$ cat src/rtl/fetch_unit.sv
// Instruction fetch unit: one-outstanding-request memory fetcher feeding a
// DEPTH-entry {pc, inst} buffer, with redirect flush and stale-response drop.
//
// state | meaning
// ------+---------------------------------------------------------------
// IDLE  | no request outstanding; waits for buffer space and no redirect
// WAIT  | request at fetch_pc outstanding; response is pushed on ack
// DROP  | request at a stale address outstanding; response discarded
module fetch_unit #(
    parameter int          DEPTH    = 4,
    parameter logic [31:0] RESET_PC = 32'h0000_0000
) (
    input  logic        clk,
    input  logic        reset,
    input  logic        redirect_valid,
    input  logic [31:0] redirect_pc,
    output logic        mem_req,
    output logic [31:0] mem_addr,
    input  logic        mem_ack,
    input  logic [31:0] mem_rdata,
    output logic        inst_valid,
    output logic [31:0] inst,
    output logic [31:0] inst_pc,
    input  logic        inst_ready
);

    localparam int PTR_W = (DEPTH > 1) ? $clog2(DEPTH) : 1;
    localparam int CNT_W = PTR_W + 1;
    localparam logic [CNT_W-1:0] FULL_CNT = CNT_W'(DEPTH);

    typedef enum logic [1:0] {
        S_IDLE = 2'd0,
        S_WAIT = 2'd1,
        S_DROP = 2'd2
    } state_t;

    state_t           state_q, state_d;
    logic             mem_req_q, mem_req_d;
    logic [31:0]      fetch_pc_q, fetch_pc_d;
    logic [31:0]      req_addr_q, req_addr_d;
    logic [PTR_W-1:0] wr_ptr_q, wr_ptr_d;
    logic [PTR_W-1:0] rd_ptr_q, rd_ptr_d;
    logic [CNT_W-1:0] count_q, count_d;
    logic [31:0]      buf_pc_q   [DEPTH];
    logic [31:0]      buf_pc_d   [DEPTH];
    logic [31:0]      buf_inst_q [DEPTH];
    logic [31:0]      buf_inst_d [DEPTH];

    logic             push;
    logic             pop;
    logic [31:0]      redirect_base;
    logic             unused_redirect_lsb;

    assign unused_redirect_lsb = ^redirect_pc[1:0];

    always_comb begin
        redirect_base = {redirect_pc[31:2], 2'b00};
        push = (state_q == S_WAIT) && mem_ack && !redirect_valid && (count_q != FULL_CNT);
        pop  = (count_q != '0) && inst_ready && !redirect_valid;

        state_d    = state_q;
        fetch_pc_d = fetch_pc_q;
        wr_ptr_d   = wr_ptr_q;
        rd_ptr_d   = rd_ptr_q;
        buf_pc_d   = buf_pc_q;
        buf_inst_d = buf_inst_q;

        if (push) begin
            buf_pc_d[wr_ptr_q]   = fetch_pc_q;
            buf_inst_d[wr_ptr_q] = mem_rdata;
            wr_ptr_d             = wr_ptr_q + PTR_W'(1);
            fetch_pc_d           = fetch_pc_q + 32'd4;
        end
        if (pop) begin
            rd_ptr_d = rd_ptr_q + PTR_W'(1);
        end
        count_d = count_q + CNT_W'(push) - CNT_W'(pop);

        // A redirect wins over everything: flush, retarget, never push or pop.
        if (redirect_valid) begin
            count_d    = '0;
            wr_ptr_d   = '0;
            rd_ptr_d   = '0;
            fetch_pc_d = redirect_base;
        end

        case (state_q)
            S_IDLE: begin
                if (!redirect_valid && (count_q < FULL_CNT)) begin
                    state_d = S_WAIT;
                end
            end
            S_WAIT: begin
                if (redirect_valid) begin
                    state_d = mem_ack ? S_IDLE : S_DROP;
                end else if (mem_ack) begin
                    state_d = (push && (count_d < FULL_CNT)) ? S_WAIT : S_IDLE;
                end
            end
            S_DROP: begin
                if (mem_ack) begin
                    state_d = S_IDLE;
                end
            end
            default: state_d = S_IDLE;
        endcase

        mem_req_d = (state_d != S_IDLE);
        // The request address only moves when a fresh request is issued;
        // in DROP it keeps pointing at the abandoned address.
        req_addr_d = (state_d == S_WAIT) ? fetch_pc_d : req_addr_q;
    end

    always_ff @(posedge clk or posedge reset) begin
        if (reset) begin
            state_q    <= S_IDLE;
            mem_req_q  <= 1'b0;
            fetch_pc_q <= RESET_PC;
            req_addr_q <= RESET_PC;
            wr_ptr_q   <= '0;
            rd_ptr_q   <= '0;
            count_q    <= '0;
            for (int i = 0; i < DEPTH; i++) begin
                buf_pc_q[i]   <= '0;
                buf_inst_q[i] <= '0;
            end
        end else begin
            state_q    <= state_d;
            mem_req_q  <= mem_req_d;
            fetch_pc_q <= fetch_pc_d;
            req_addr_q <= req_addr_d;
            wr_ptr_q   <= wr_ptr_d;
            rd_ptr_q   <= rd_ptr_d;
            count_q    <= count_d;
            buf_pc_q   <= buf_pc_d;
            buf_inst_q <= buf_inst_d;
        end
    end

    assign mem_req    = mem_req_q;
    assign mem_addr   = req_addr_q;
    assign inst_valid = (count_q != '0);
    assign inst       = buf_inst_q[rd_ptr_q];
    assign inst_pc    = buf_pc_q[rd_ptr_q];

endmodule

$ cat config.mk
export PLATFORM = sky130hd
export DESIGN_NAME = fetch_unit
export DESIGN_NICKNAME = d
export VERILOG_FILES = /design/src/rtl/fetch_unit.sv
export SDC_FILE = /design/constraint.sdc
export NUM_CORES = 1
export LEC_CHECK = 0
export CORE_UTILIZATION = 55
export DETAILED_ROUTE_END_ITERATION = 12
export HOLD_SLACK_MARGIN = 0.12
export PLACE_DENSITY = 0.87
export SLEW_MARGIN = 15
export SYNTH_ARGS = -nofsm -noshare
export SYNTH_HDL_FRONTEND = slang
export SYNTH_SLANG_ARGS = --single-unit
$ cat constraint.sdc
create_clock -name clk -period 13.7 [get_ports clk]
set_input_delay 1.37 -clock clk [delete_from_list [all_inputs] [get_ports clk]]
set_output_delay 1.37 -clock clk [all_outputs]
set_load 0.005 [all_outputs]
---- After elaboration in Yosys (flattened, before gate mapping) ----
Cells that the tools add are included.
operators by class
  add/subtract/negate cells ............... 5
  order comparisons ....................... 5
  equal/unequal tests ..................... 4
  multiplexer cells ....................... 24
  bitwise logic cells ..................... 2
  reduce and logical (&&, ||, !) cells .... 14
operators with widths
  operator               count
  $bwmux 128             2
  $mux 32                7
  $bmux 32 s2            2
  $demux 32 s2           1
  $add 32x3->32 const B  1
  $mux 2                 9
  $logic_and 1x1->1      8
  $ge 3x3->1 const B     2
  $lt 3x3->1 const B     2
  $not 2->3              2
  $pmux 2 s3             1
  $reduce_bool 2->1      3
  $add 2x1->2 const B    2
  $eq 2x1->1 const B     2
  $add 3x1->3            1
  $lt 3x1->1 const B     1
  $mux 3                 1
  $ne 3x3->1 const B     1
  $reduce_bool 3->1      1
  $sub 3x1->3            1
  $eq 2x2->1 const B     1
  $logic_not 2->1        1
  $logic_not 1->1        1
  $mux 1                 1
word-level totals
  bits in registers ....................... 330
  input bits .............................. 69
  output and inout port bits .............. 98

---- Longest topological paths before layout ----
  depth after elaboration ................. 14
  depth in mapped cells ................... 17

---- Worst setup path after synthesis ----
OpenSTA, ideal clock, no wires.
  kind .................................... input to register
  start ................................... in redirect_valid
  end ..................................... reg req_addr_q[0] (netlist: mem_addr[0])
  setup time .............................. 125 ps
  arrival ................................. 4181 ps
  slack ................................... 9395 ps
  stages on the path ...................... 14
  path buffers ............................ 4
  cells stage by stage .................... buf_6 > clkbuf_1 > clkbuf_1 > nor2_1 > ha_1 > inv_1 > ha_1 > inv_1 > fa_1 > xor2_1 > a21oi_1 > o31ai_2 > buf_2 > mux2_2
on the way
  word-level cells in the longest chain between the ends .. 13
RTL lines
  item                             line        source
  start: declaration               15          input logic redirect_valid,
  $logic_not 1->1                  58, 59, 89
  $logic_and 1x1->1 (2 in series)  58          push = (state_q == S_WAIT) && mem_ack && !redirect_valid && (count_q != FULL_CNT);
  $add 3x1->3                      77          count_d = count_q + CNT_W'(push) - CNT_W'(pop);
  $sub 3x1->3                      77
  $mux 3                           80          if (redirect_valid) begin
  $lt 3x3->1                       97          state_d = (push && (count_d < FULL_CNT)) ? S_WAIT : S_IDLE;
  $logic_and 1x1->1                97
  $mux 1                           97
  $mux 2                           96          end else if (mem_ack) begin
  $mux 2                           94          if (redirect_valid) begin
  $pmux 2 s3                       87          case (state_q)
  $eq 2x1->1                       111         req_addr_d = (state_d == S_WAIT) ? fetch_pc_d : req_addr_q;
  end signal: assignment           131         req_addr_q <= req_addr_d;
  end: declaration                 40          logic [31:0] req_addr_q, req_addr_d;
Parallel ways exist; a longest one is shown, timed or not.
A chain may end at the register's enable or synchronous reset.

---- Worst setup path in the final report ----
  start ................................... in redirect_valid
  end ..................................... reg req_addr_q[29] (netlist: mem_addr[29])
Same word-level chain as after synthesis.

==> flow_summary.toml <==
[outcome]
status = "complete, but fails checks"
failed_checks = "DRC"

[grt]
grt_max_degree = 191
track_usage_pct = 23.16
grt_pass1_wl_um = 50400
antenna_found_initial = 0
grt-ovfl-total = 0
grt_pass1_vias = 9424

[clock_network]
numCtsBuffers = 36
cts_hold_buf = 0
cts_resized = 0
clock-sinks = 330
clkLatencyLatePin_ns = 0.51
cts_htree_levels = 2
root_buffer = "clkbuf_16"
clockBufferDepth = 3
clkSlewWorstSetupHoldPaths_ns = 0.06
post_cts_buffers = 0
cts_tree = "done"

[drt]
met3WireLength_um = 1583
num_vias = 8529
drt-vias-per-instance = 5.858
drtIter0Drc = 526
wl_um = 30510
drc = 11
antenna_left = 0
dr_wl_met2_um = 15080
wire_per_inst_um = 20.96
top_layer = "met4"
drt-met1-wl_um = 13130
firstDrtPassIters = 9

[final_layout]
final_cell_mix = "dfrtp_1, clkdlybuf4s50_1, mux2_1, mux2_2, mux4_2"
layout_commonest_cell = "dfrtp_1"
layout.nets = 1170
regArea_sq_um = 8265
syn2layout_area_growth_pct = 20.19
fill_cells = 1739
multi_input_area_sq_um = 6018
drive_gt1_share_pct = 25.78
antenna_cells = 0

[logic_synthesis]
ys_async_sr_fraction_pct = 100.0
synth_top_area_share_pct = 55.95
synth.distinct_cells = 46
synth-seq-area-share_pct = 55.95
synth_area_leaders = "dfrtp_1, mux2_1, mux4_2"
avgSynthCellArea_sq_um = 15.50
syn_area_sq_um = 14760
ys.flop_type = "dfrtp_1"
netlist_instances = 952
yosys.area.top_type = "dfrtp_1"
ys_ff_latch = 330
yosysWarnings = 0
syn_nets = 1029
synth_edf_count = 0

[setup_path]
r2r_cells = 13
worst_setup_path_start_kind = "input port"
crit_fanout = 55
reg2reg_to = "mem_addr[29]"
cp.required_ns = 14.09
critical_path_arrival_ns = 5.51
critical_path_class = "in2reg"
worst_setup_path_end_kind = "register"
rrSetupSlack_ns = 9.59
r2r-start = "state_q[1]"

[timing]
fmax_ghz = 0.1953
setup_viol = 0
period_needed_ns = 5.121
rsz0062_at_grt = "false"
slew_headroom_pct = 26.03
hold_viol_final = 0
fin_crit_sh_pct = 37.38
skew_ns = 0.01190
hold_ws_ns = 0.4757
tns_ns = 0
worst_pin_slew_ns = 1.109
slew_viol_final = 0

[placement]
numPortBuffers = 164
place_congestion = 0.7309
hpwl_um = 17550

[worst_hold_path]
hold_start = "buf_pc_q[46]"
min_path_type = "reg2reg"
holdPathEnd = "buf_pc_q[46]"
whs_path_depth = 2

[floorplan]
die_h_um = 165.8
die_area_sq_um = 27490
rows = 59
start_util_pct = 56.32
coreArea_sq_um = 26210
die_w_um = 165.8
io_pins = 167

[pwr]
p_leak_nw = 8.079
irDropWorstVdd_uv = 117.2
power_per_cell_area_nw_per_um2 = 201.6

[flow_run]
maxCapViolCount = 0
-- worst max path at each step --
stage	to	slack, ns	start	depth (start not counted)
after floorplan	buf_inst_q[0]	3.19	reset	1
after global placement	mem_addr[28]	8.16	redirect_valid	15
after detailed placement	mem_addr[28]	8.09	redirect_valid	15
after CTS	mem_addr[28]	8.60	redirect_valid	15
after global routing	mem_addr[27]	8.36	redirect_valid	15
final	mem_addr[29]	8.58	redirect_valid	15
-- worst max-delay path: stages --
cell	delay (ns)
buf_2	0.10
buf_4	0.32
nand4bb_1	0.75
nor2_8	0.47
inv_1	0.09
ha_1	0.29
inv_1	0.05
ha_1	0.13
inv_1	0.05
fa_1	0.40
xor2_1	0.18
a21oi_1	0.20
o31ai_2	0.10
inv_2	0.53
mux2_2	0.41
-- cells by family (layout without fill, tap and decap cells) --
| logic type | after synthesis | count (layout) | share of synthesized area (%) |
|---|---|---|---|
| adder cells (fa/ha/maj) | 8 | 8 | 0.7290 |
| flip-flops | 330 | 330 | 55.95 |
| buffers and inverters | 82 | 251 | 3.476 |
| AND/OR/NAND/NOR | 107 | 107 | 4.128 |
| XOR/XNOR | 28 | 28 | 1.662 |
| multiplexers | 355 | 355 | 32.42 |
| AO/OA/AOI/OAI | 42 | 42 | 1.636 |
-- metrics by stage --
stage	area, sq um	total power, W	instances	setup WS [ns]	util, %
floorplan	14760	0.002014	952	3.190	-
global placement	16450	0.002522	1390	8.164	62.78
detailed placement	16450	0.002561	1390	8.088	62.78
CTS	17740	0.003613	1456	8.598	67.69
global route	17740	0.003748	1456	8.365	67.69
finish	17740	0.003576	1456	8.579	67.69
-- layer usage --
metal,GRT usage (%),vias to the layer above
li1,-,3767
met1,31.03,4510
met2,38.50,199
met4,8.086,0
met3,4.051,53
met5,0,-
-- sequential cells by signal (all words and copies together) (netlist names) --
signal      count
rd_ptr_q        2
wr_ptr_q        2
buf_pc_q      128
mem_addr       32
state_q         2
fetch_pc_q     32
count_q         3
buf_inst_q    128
mem_req         1
-- cells in the mapped netlist, types with 2 or more instances --
cell type / instances
nor4_4: 2
nand2b_1: 4
a21oi_1: 14
and3_1: 3
ha_1: 7
buf_2: 20
nand3_1: 15
mux4_2: 64
clkbuf_1: 16
o21ai_1: 2
o21ba_2: 2
mux2_2: 124
or3_1: 2
dfrtp_1: 330
o21ai_0: 18
nand2_1: 34
buf_1: 2
buf_4: 6
nor3_1: 4
inv_1: 16
nor2_1: 12
nand3b_1: 2
buf_6: 21
and2_1: 2
nand4_1: 13
mux2_4: 18
nor2b_1: 5
mux2_1: 148
xor2_1: 7
xnor2_1: 21
nor4_1: 3
-- layout make-up --
cell class,instances,area share (%)
Inverter,17,0.4020
Multi-Input combinational cell,540,33.93
Timing Repair Buffer,168,9.465
Clock buffer,53,6.122
Clock inverter,13,1.129
Tap cell,335,2.363
Sequential cell,330,46.59
-- power by group --
part           switching [W]  internal, W
registers           0.000191      0.00124
logic               0.000380     0.000739
clock network       0.000383     0.000645
total               0.000953      0.00262
No activity file was read; power rests on OpenSTA's default activity.
